`config.mk`:
```
export PLATFORM = sky130hd
export DESIGN_NAME = muldiv_iter
export DESIGN_NICKNAME = d
export VERILOG_FILES = /design/src/rtl/muldiv_iter.sv
export SDC_FILE = /design/constraint.sdc
export NUM_CORES = 1
export LEC_CHECK = 0
export ABC_AREA = 1
export CAP_MARGIN = 30
export CORE_AREA = 5 5 240 242
export DETAILED_ROUTE_END_ITERATION = 8
export DIE_AREA = 0 0 245 247
export PLACE_DENSITY = 0.72
export SETUP_SLACK_MARGIN = 0.02
export SYNTH_ARGS = -nofsm -noshare
export SYNTH_HDL_FRONTEND = slang
export SYNTH_SLANG_ARGS = --single-unit
```
`constraint.sdc`:
```
create_clock -name clk -period 9.9 [get_ports clk]
set_input_delay 1.485 -clock clk [delete_from_list [all_inputs] [get_ports clk]]
set_output_delay 1.485 -clock clk [all_outputs]
set_load 0.02 [all_outputs]
```
`src/rtl/muldiv_iter.sv`:
```
// Iterative 32-bit multiply/divide unit answering the EX-stage start/ready stall handshake.
// 32-step shift-add multiply or restoring divide; registered {hi, lo} result with a ready pulse.
module muldiv_iter (
    input  logic        clk,
    input  logic        rst,
    input  logic        start_i,
    input  logic        annul_i,
    input  logic [1:0]  op_i,
    input  logic [31:0] opdata1_i,
    input  logic [31:0] opdata2_i,
    output logic [63:0] result_o,
    output logic        ready_o,
    output logic        busy_o
);

    typedef enum logic [1:0] {StIdle, StRun, StDone} state_t;

    state_t      state;
    logic [5:0]  cnt;
    logic        is_div;
    logic        neg_res;
    logic        neg_rem;
    logic [31:0] shreg;     // multiplier (shifts right) or dividend/quotient (shifts left)
    logic [31:0] divisor;
    logic [63:0] mcand;
    logic [63:0] acc;
    logic [31:0] rem;

    logic        sign1;
    logic        sign2;
    logic [31:0] abs1;
    logic [31:0] abs2;
    logic [63:0] acc_step;
    logic [32:0] shifted;
    logic        fits;
    logic [31:0] diff;
    logic [31:0] rem_step;
    logic [31:0] quo_step;
    logic [63:0] prod_fin;
    logic [31:0] quo_fin;
    logic [31:0] rem_fin;

    assign sign1 = op_i[0] & opdata1_i[31];
    assign sign2 = op_i[0] & opdata2_i[31];
    assign abs1  = sign1 ? -opdata1_i : opdata1_i;
    assign abs2  = sign2 ? -opdata2_i : opdata2_i;

    assign acc_step = shreg[0] ? acc + mcand : acc;

    // 33-bit trial remainder so the shifted-out MSB is never lost
    assign shifted  = {rem, shreg[31]};
    assign fits     = shifted >= {1'b0, divisor};
    assign diff     = shifted[31:0] - divisor;
    assign rem_step = fits ? diff : shifted[31:0];
    assign quo_step = {shreg[30:0], fits};

    assign prod_fin = neg_res ? -acc_step : acc_step;
    assign quo_fin  = neg_res ? -quo_step : quo_step;
    assign rem_fin  = neg_rem ? -rem_step : rem_step;

    always_ff @(posedge clk) begin
        if (rst) begin
            state    <= StIdle;
            cnt      <= 6'd0;
            is_div   <= 1'b0;
            neg_res  <= 1'b0;
            neg_rem  <= 1'b0;
            shreg    <= 32'd0;
            divisor  <= 32'd0;
            mcand    <= 64'd0;
            acc      <= 64'd0;
            rem      <= 32'd0;
            result_o <= 64'd0;
            ready_o  <= 1'b0;
            busy_o   <= 1'b0;
        end else begin
            ready_o <= 1'b0;
            if (annul_i) begin
                state  <= StIdle;
                busy_o <= 1'b0;
            end else begin
                case (state)
                    StIdle: begin
                        if (start_i) begin
                            is_div  <= op_i[1];
                            neg_res <= sign1 ^ sign2;
                            neg_rem <= sign1;
                            cnt     <= 6'd0;
                            shreg   <= op_i[1] ? abs1 : abs2;
                            divisor <= abs2;
                            mcand   <= {32'd0, abs1};
                            acc     <= 64'd0;
                            rem     <= 32'd0;
                            busy_o  <= 1'b1;
                            if (op_i[1] && (opdata2_i == 32'd0)) begin
                                result_o <= {opdata1_i, 32'hFFFF_FFFF};
                                ready_o  <= 1'b1;
                                state    <= StDone;
                            end else begin
                                state <= StRun;
                            end
                        end
                    end
                    StRun: begin
                        cnt <= cnt + 6'd1;
                        if (is_div) begin
                            rem   <= rem_step;
                            shreg <= quo_step;
                        end else begin
                            acc   <= acc_step;
                            mcand <= {mcand[62:0], 1'b0};
                            shreg <= {1'b0, shreg[31:1]};
                        end
                        if (cnt == 6'd31) begin
                            result_o <= is_div ? {rem_fin, quo_fin} : prod_fin;
                            ready_o  <= 1'b1;
                            state    <= StDone;
                        end
                    end
                    StDone: begin
                        state  <= StIdle;
                        busy_o <= 1'b0;
                    end
                    default: begin
                        state  <= StIdle;
                        busy_o <= 1'b0;
                    end
                endcase
            end
        end
    end

endmodule

```
---- Word-level counts from Yosys, hierarchy flattened ----
Index checks and enable logic that the tools add are counted.
storage, ports and cells
  flip-flop bits (word level) ............. 301
  output and inout bits ................... 66
cells by class
  $add $sub $neg .......................... 8
  reduce and logical (&&, ||, !) cells .... 12
  order comparisons ....................... 1
  equal/unequal tests ..................... 7
  mux-type cells .......................... 37
  bitwise logic cells ..................... 5
operators by type and width
  kind                 number
  $mux 64              10
  $pmux 64 s2          3
  $mux 32              10
  $neg 32->32          4
  $pmux 32 s2          2
  $add 64x64->64       1
  $neg 64->64          1
  $ge 33x32->1         1
  $logic_not 32->1     1
  $sub 32x32->32       1
  $pmux 6 s2           1
  $ne 2x2->1 const B   5
  $reduce_and 4->1     2
  $add 6x1->6 const B  1
  $eq 6x5->1 const B   1
  $mux 2               3
  $mux 6               1
  $reduce_and 3->1     2
  $reduce_and 5->1     1
  $mux 1               4
  $pmux 1 s2           2
  $pmux 2 s2           1
  $reduce_and 2->1     2
  $and 1x1->1          2
  other kinds (7)      8

---- Logic depth before layout (Yosys ltp) ----
  word-level depth ........................ 7
  gate-level depth with buffers ........... 30

---- Worst setup path before layout ----
OpenSTA, ideal clock, no wires.
  kind .................................... input -> register
  from .................................... input port opdata2_i[0]
  to ...................................... register result_o[41]
  data required time ...................... 9768 ps
  stages .................................. 17
  library setup time ...................... 132 ps
  path slack .............................. 6316 ps
  arrival ................................. 3452 ps
  buffers on the path ..................... 2
  cell sequence ........................... inv_1 ha_1 nand2_1 nor2_1 nand2_1 nor3_1 inv_1 nor4_1 nand2_1 nand2_1 inv_1 nor3_2 inv_1 clkbuf_1 clkbuf_1 nand2_1 a21oi_1
between the ends
  cells in the longest elaborated chain, start to end .. 4
RTL lines
  element                            line  text
  from (decl)                        10    input logic [31:0] opdata2_i,
  $logic_not 32->1                   95    if (op_i[1] && (opdata2_i == 32'd0)) begin
  $logic_and 1x1->1                  95
  $ne 2x2->1 (no source line)        --
  $reduce_and 5->1 (no source line)  --
  to (signal assigned)               96    result_o <= {opdata1_i, 32'hFFFF_FFFF};
  to (signal assigned)               115   result_o <= is_div ? {rem_fin, quo_fin} : prod_fin;
  to (decl)                          11    output logic [63:0] result_o,
No other way between the ends.
A chain may end at the register's enable or synchronous reset.

---- Worst setup path after layout ----
  from .................................... register divisor[28]
  to ...................................... register result_o[28]
between the ends
  cells in the longest elaborated chain, start to end .. 6
RTL lines
  element                 line  text
  from (decl)             24    logic [31:0] divisor;
  from (signal assigned)  90    divisor <= abs2;
  $ge 33x32->1            52    assign fits = shifted >= {1'b0, divisor};
  $neg 32->32             58    assign quo_fin = neg_res ? -quo_step : quo_step;
  $mux 32                 58
  $mux 64                 115
  $mux 64                 114   if (cnt == 6'd31) begin
  $pmux 64 s2             82    case (state)
No other way between the ends. The select of a mux whose other input is x is not followed.

==> results.toml <==
[status]
status = "complete, no violations"

[clock_network]
cts_buffers = 39
clock_path_buffers = 3
cts_htree_levels = 2
worstSkewPairLatency_ps = 610
cts_resized = 0
post_cts_buffers = 0
clkTransAtPathRegs_ps = 60
cts_tree = "done"
cts.hold.buffers_added = 0
cts_num_sinks = 301
clock-root-buffer = "clkbuf_16"

[critical_path]
r2r_cells = 25
critPathArrivalTime_ps = 5740
end_kind = "flip-flop"
worstSetupPathType = "reg -> reg"
start_kind = "flip-flop"
critPathMaxFanout = 49
critPathRequiredTime_ps = 10440

[floorplan]
num_rows = 86
die_area_sq_um = 60500
die_h_um = 247
start_util_pct = 49.5
die_width_um = 245
pin_count = 136
core_sq_um = 54900

[timing]
setup_ws_ps = 4690
finalHoldViolCount = 0
slew_headroom_pct = 37.5
setup_viol = 0
worst_hold_slack_ps = 464
fmax_mhz = 192
grt_setup_unrepaired = "no"
skew_ps = 33.3
max_slew.worst_pin.slew_ps = 938
finalCritPeriodShare_pct = 52.6
drv_slew = 0
period_minus_slack_ps = 5210
tns_ps = 0

[global_routing]
grt_max_degree = 89
grt_first_pass_wirelength_um = 162000
antenna_found_initial = 2
globalRouteOverflowTotal = 0
grt_usage_pct = 33.9
grt_pass1_vias = 28224

[routing]
wl_per_cell_um = 19.3
vias = 31464
first_iter_violations = 3474
ant_nets = 0
drc = 0
vias_per_cell = 5.65
wl_um = 108000
drt_first_pass_iters = 6

[synthesis]
syn_inst = 4812
synth_edf_count = 0
async_flop_share_pct = 0
synth.yosys.warnings = 0
ys_types = 62
synth.net_count = 4985
netlist_area_sq_um = 27200
avgSynthCellArea_sq_um = 5.65
synth_seq_cells = 301
ys.flop_type = "dfxtp_1"
yosysSeqAreaShare_pct = 22.2

[power]
peakVddDrop_mv = 0.129
leakage_uw = 0.0147
p_per_area_nw_per_um2 = 133

[cells_and_area]
nets = 5010
final_common_cell = "nand2_1"
final_cell_mix = "1636 x nand2_1, 641 x inv_1, 394 x nor2_1, 379 x a21oi_1, 348 x nand3_1"
final_util_pct = 55.3
drive_gt1_share_pct = 5.94
area_growth_pct = 11.7
fin_cells = 5572

[placed_design]
portBuffers = 135
dp_slack_ps = 4690
routabilityCongestion = 1.08
dp.cells = 5499
dp_hpwl_um = 84900

[job]
drv_cap = 0

[min_path]
min_path_type = "reg -> reg"
worstHoldPathCells = 2
[worst max-delay path: stages, from the launching register on]
cell and delay, ps:
dfxtp_1 300, inv_1 50, ha_1 370, nand2_1 160, a21oi_1 60, nor2_1 160, o21ai_1 110, a21oi_2 520
nand2_4 530, inv_2 420, ha_1 220, inv_1 60, nor3_1 180, inv_1 90, nor3_1 210, inv_1 90
nor3_1 180, inv_1 90, nor3_2 230, nand4_1 190, nand2_1 140, o21ai_1 170, o21bai_1 240, a21oi_1 140
o21ai_1 90, a31oi_1 120
[cell type report]
| class | instances | area (sq um) |
|---|---|---|
| repair buffers | 164 | 1620 |
| clock inverters | 19 | 298 |
| inverters | 658 | 2470 |
| clock buffers | 52 | 1090 |
| fillers | 5832 | 24500 |
| flip-flops and latches | 301 | 6030 |
| diodes | 1 | 2.50 |
| multi-input cells | 3673 | 18000 |
| well taps | 704 | 881 |
[cell usage after synthesis, types with 10 or more instances]
cell,count,share of area (%)
o21ai_0,200,3.7
nand2_1,1637,23
a21oi_2,10,0.32
nand2_2,50,1.2
xor2_1,66,2.1
buf_1,23,0.32
inv_1,643,8.9
xnor2_1,19,0.61
a21oi_1,379,7.0
nand4_1,38,0.87
o21bai_1,14,0.39
inv_2,12,0.17
o21ai_2,11,0.35
dfxtp_1,301,22
a31oi_1,50,1.2
nand3_1,348,6.4
nor2_1,399,5.5
buf_2,21,0.39
nand3_2,15,0.55
o22ai_1,30,0.69
nor3_1,49,0.90
clkbuf_1,129,1.8
a22oi_1,30,0.83
o21ai_1,20,0.37
or2_2,36,0.83
nand3b_1,18,0.50
nor2_2,26,0.60
ha_1,101,4.6
o211ai_1,51,1.4
[final timing paths]
path | from | end | slack, ps
worst max register to register | divisor[28]$_SDFFE_PP0P_ | result_o[28]$_SDFFE_PP0P_ | 4690
worst min register to register | result_o[39]$_SDFFE_PP0P_ | result_o[39]$_SDFFE_PP0P_ | 460
worst min-delay path | result_o[39]$_SDFFE_PP0P_ | result_o[39]$_SDFFE_PP0P_ | 460
worst max-delay path | divisor[28]$_SDFFE_PP0P_ | result_o[28]$_SDFFE_PP0P_ | 4690
[through the flow]
step / area [sq um] / power (uW)
after floorplan: 27200 / 2120
after global placement: 28900 / 2460
after detailed placement: 29000 / 2470
after CTS: 30300 / 4020
after global routing: 30400 / 4200
final: 30400 / 4030
[cells by family after synthesis]
family,Yosys count,synth area share (%)
AO/OA/AOI/OAI,826,17.1
flip-flops,301,22.2
XOR/XNOR,85,2.74
buffers and inverters,838,11.9
AND/OR/NAND/NOR,2659,41.3
adder cells (fa/ha/maj),103,4.80
[flip-flops by register name, summed over array words and instances (netlist names)]
signal    count
acc          64
shreg        32
ready_o       1
rem          32
busy_o        1
result_o     64
neg_rem       1
neg_res       1
is_div        1
state         2
cnt           6
mcand        64
divisor      32
[where the power goes]
group / switching (uW) / internal (uW)
Combinational: 821 / 352
Sequential: 55.1 / 1250
Clock: 630 / 922
Total: 1510 / 2520
[layer usage]
| metal | wire length [um] | part of all wire [%] | GRT usage (%) |
|---|---|---|---|
| met5 | 18 | 0.017 | 0 |
| met4 | 5830 | 5.4 | 15.3 |
| met3 | 9780 | 9.1 | 5.59 |
| met2 | 46900 | 44 | 54.2 |
| met1 | 45000 | 42 | 45.2 |
No activity file was read; power rests on OpenSTA's default activity.
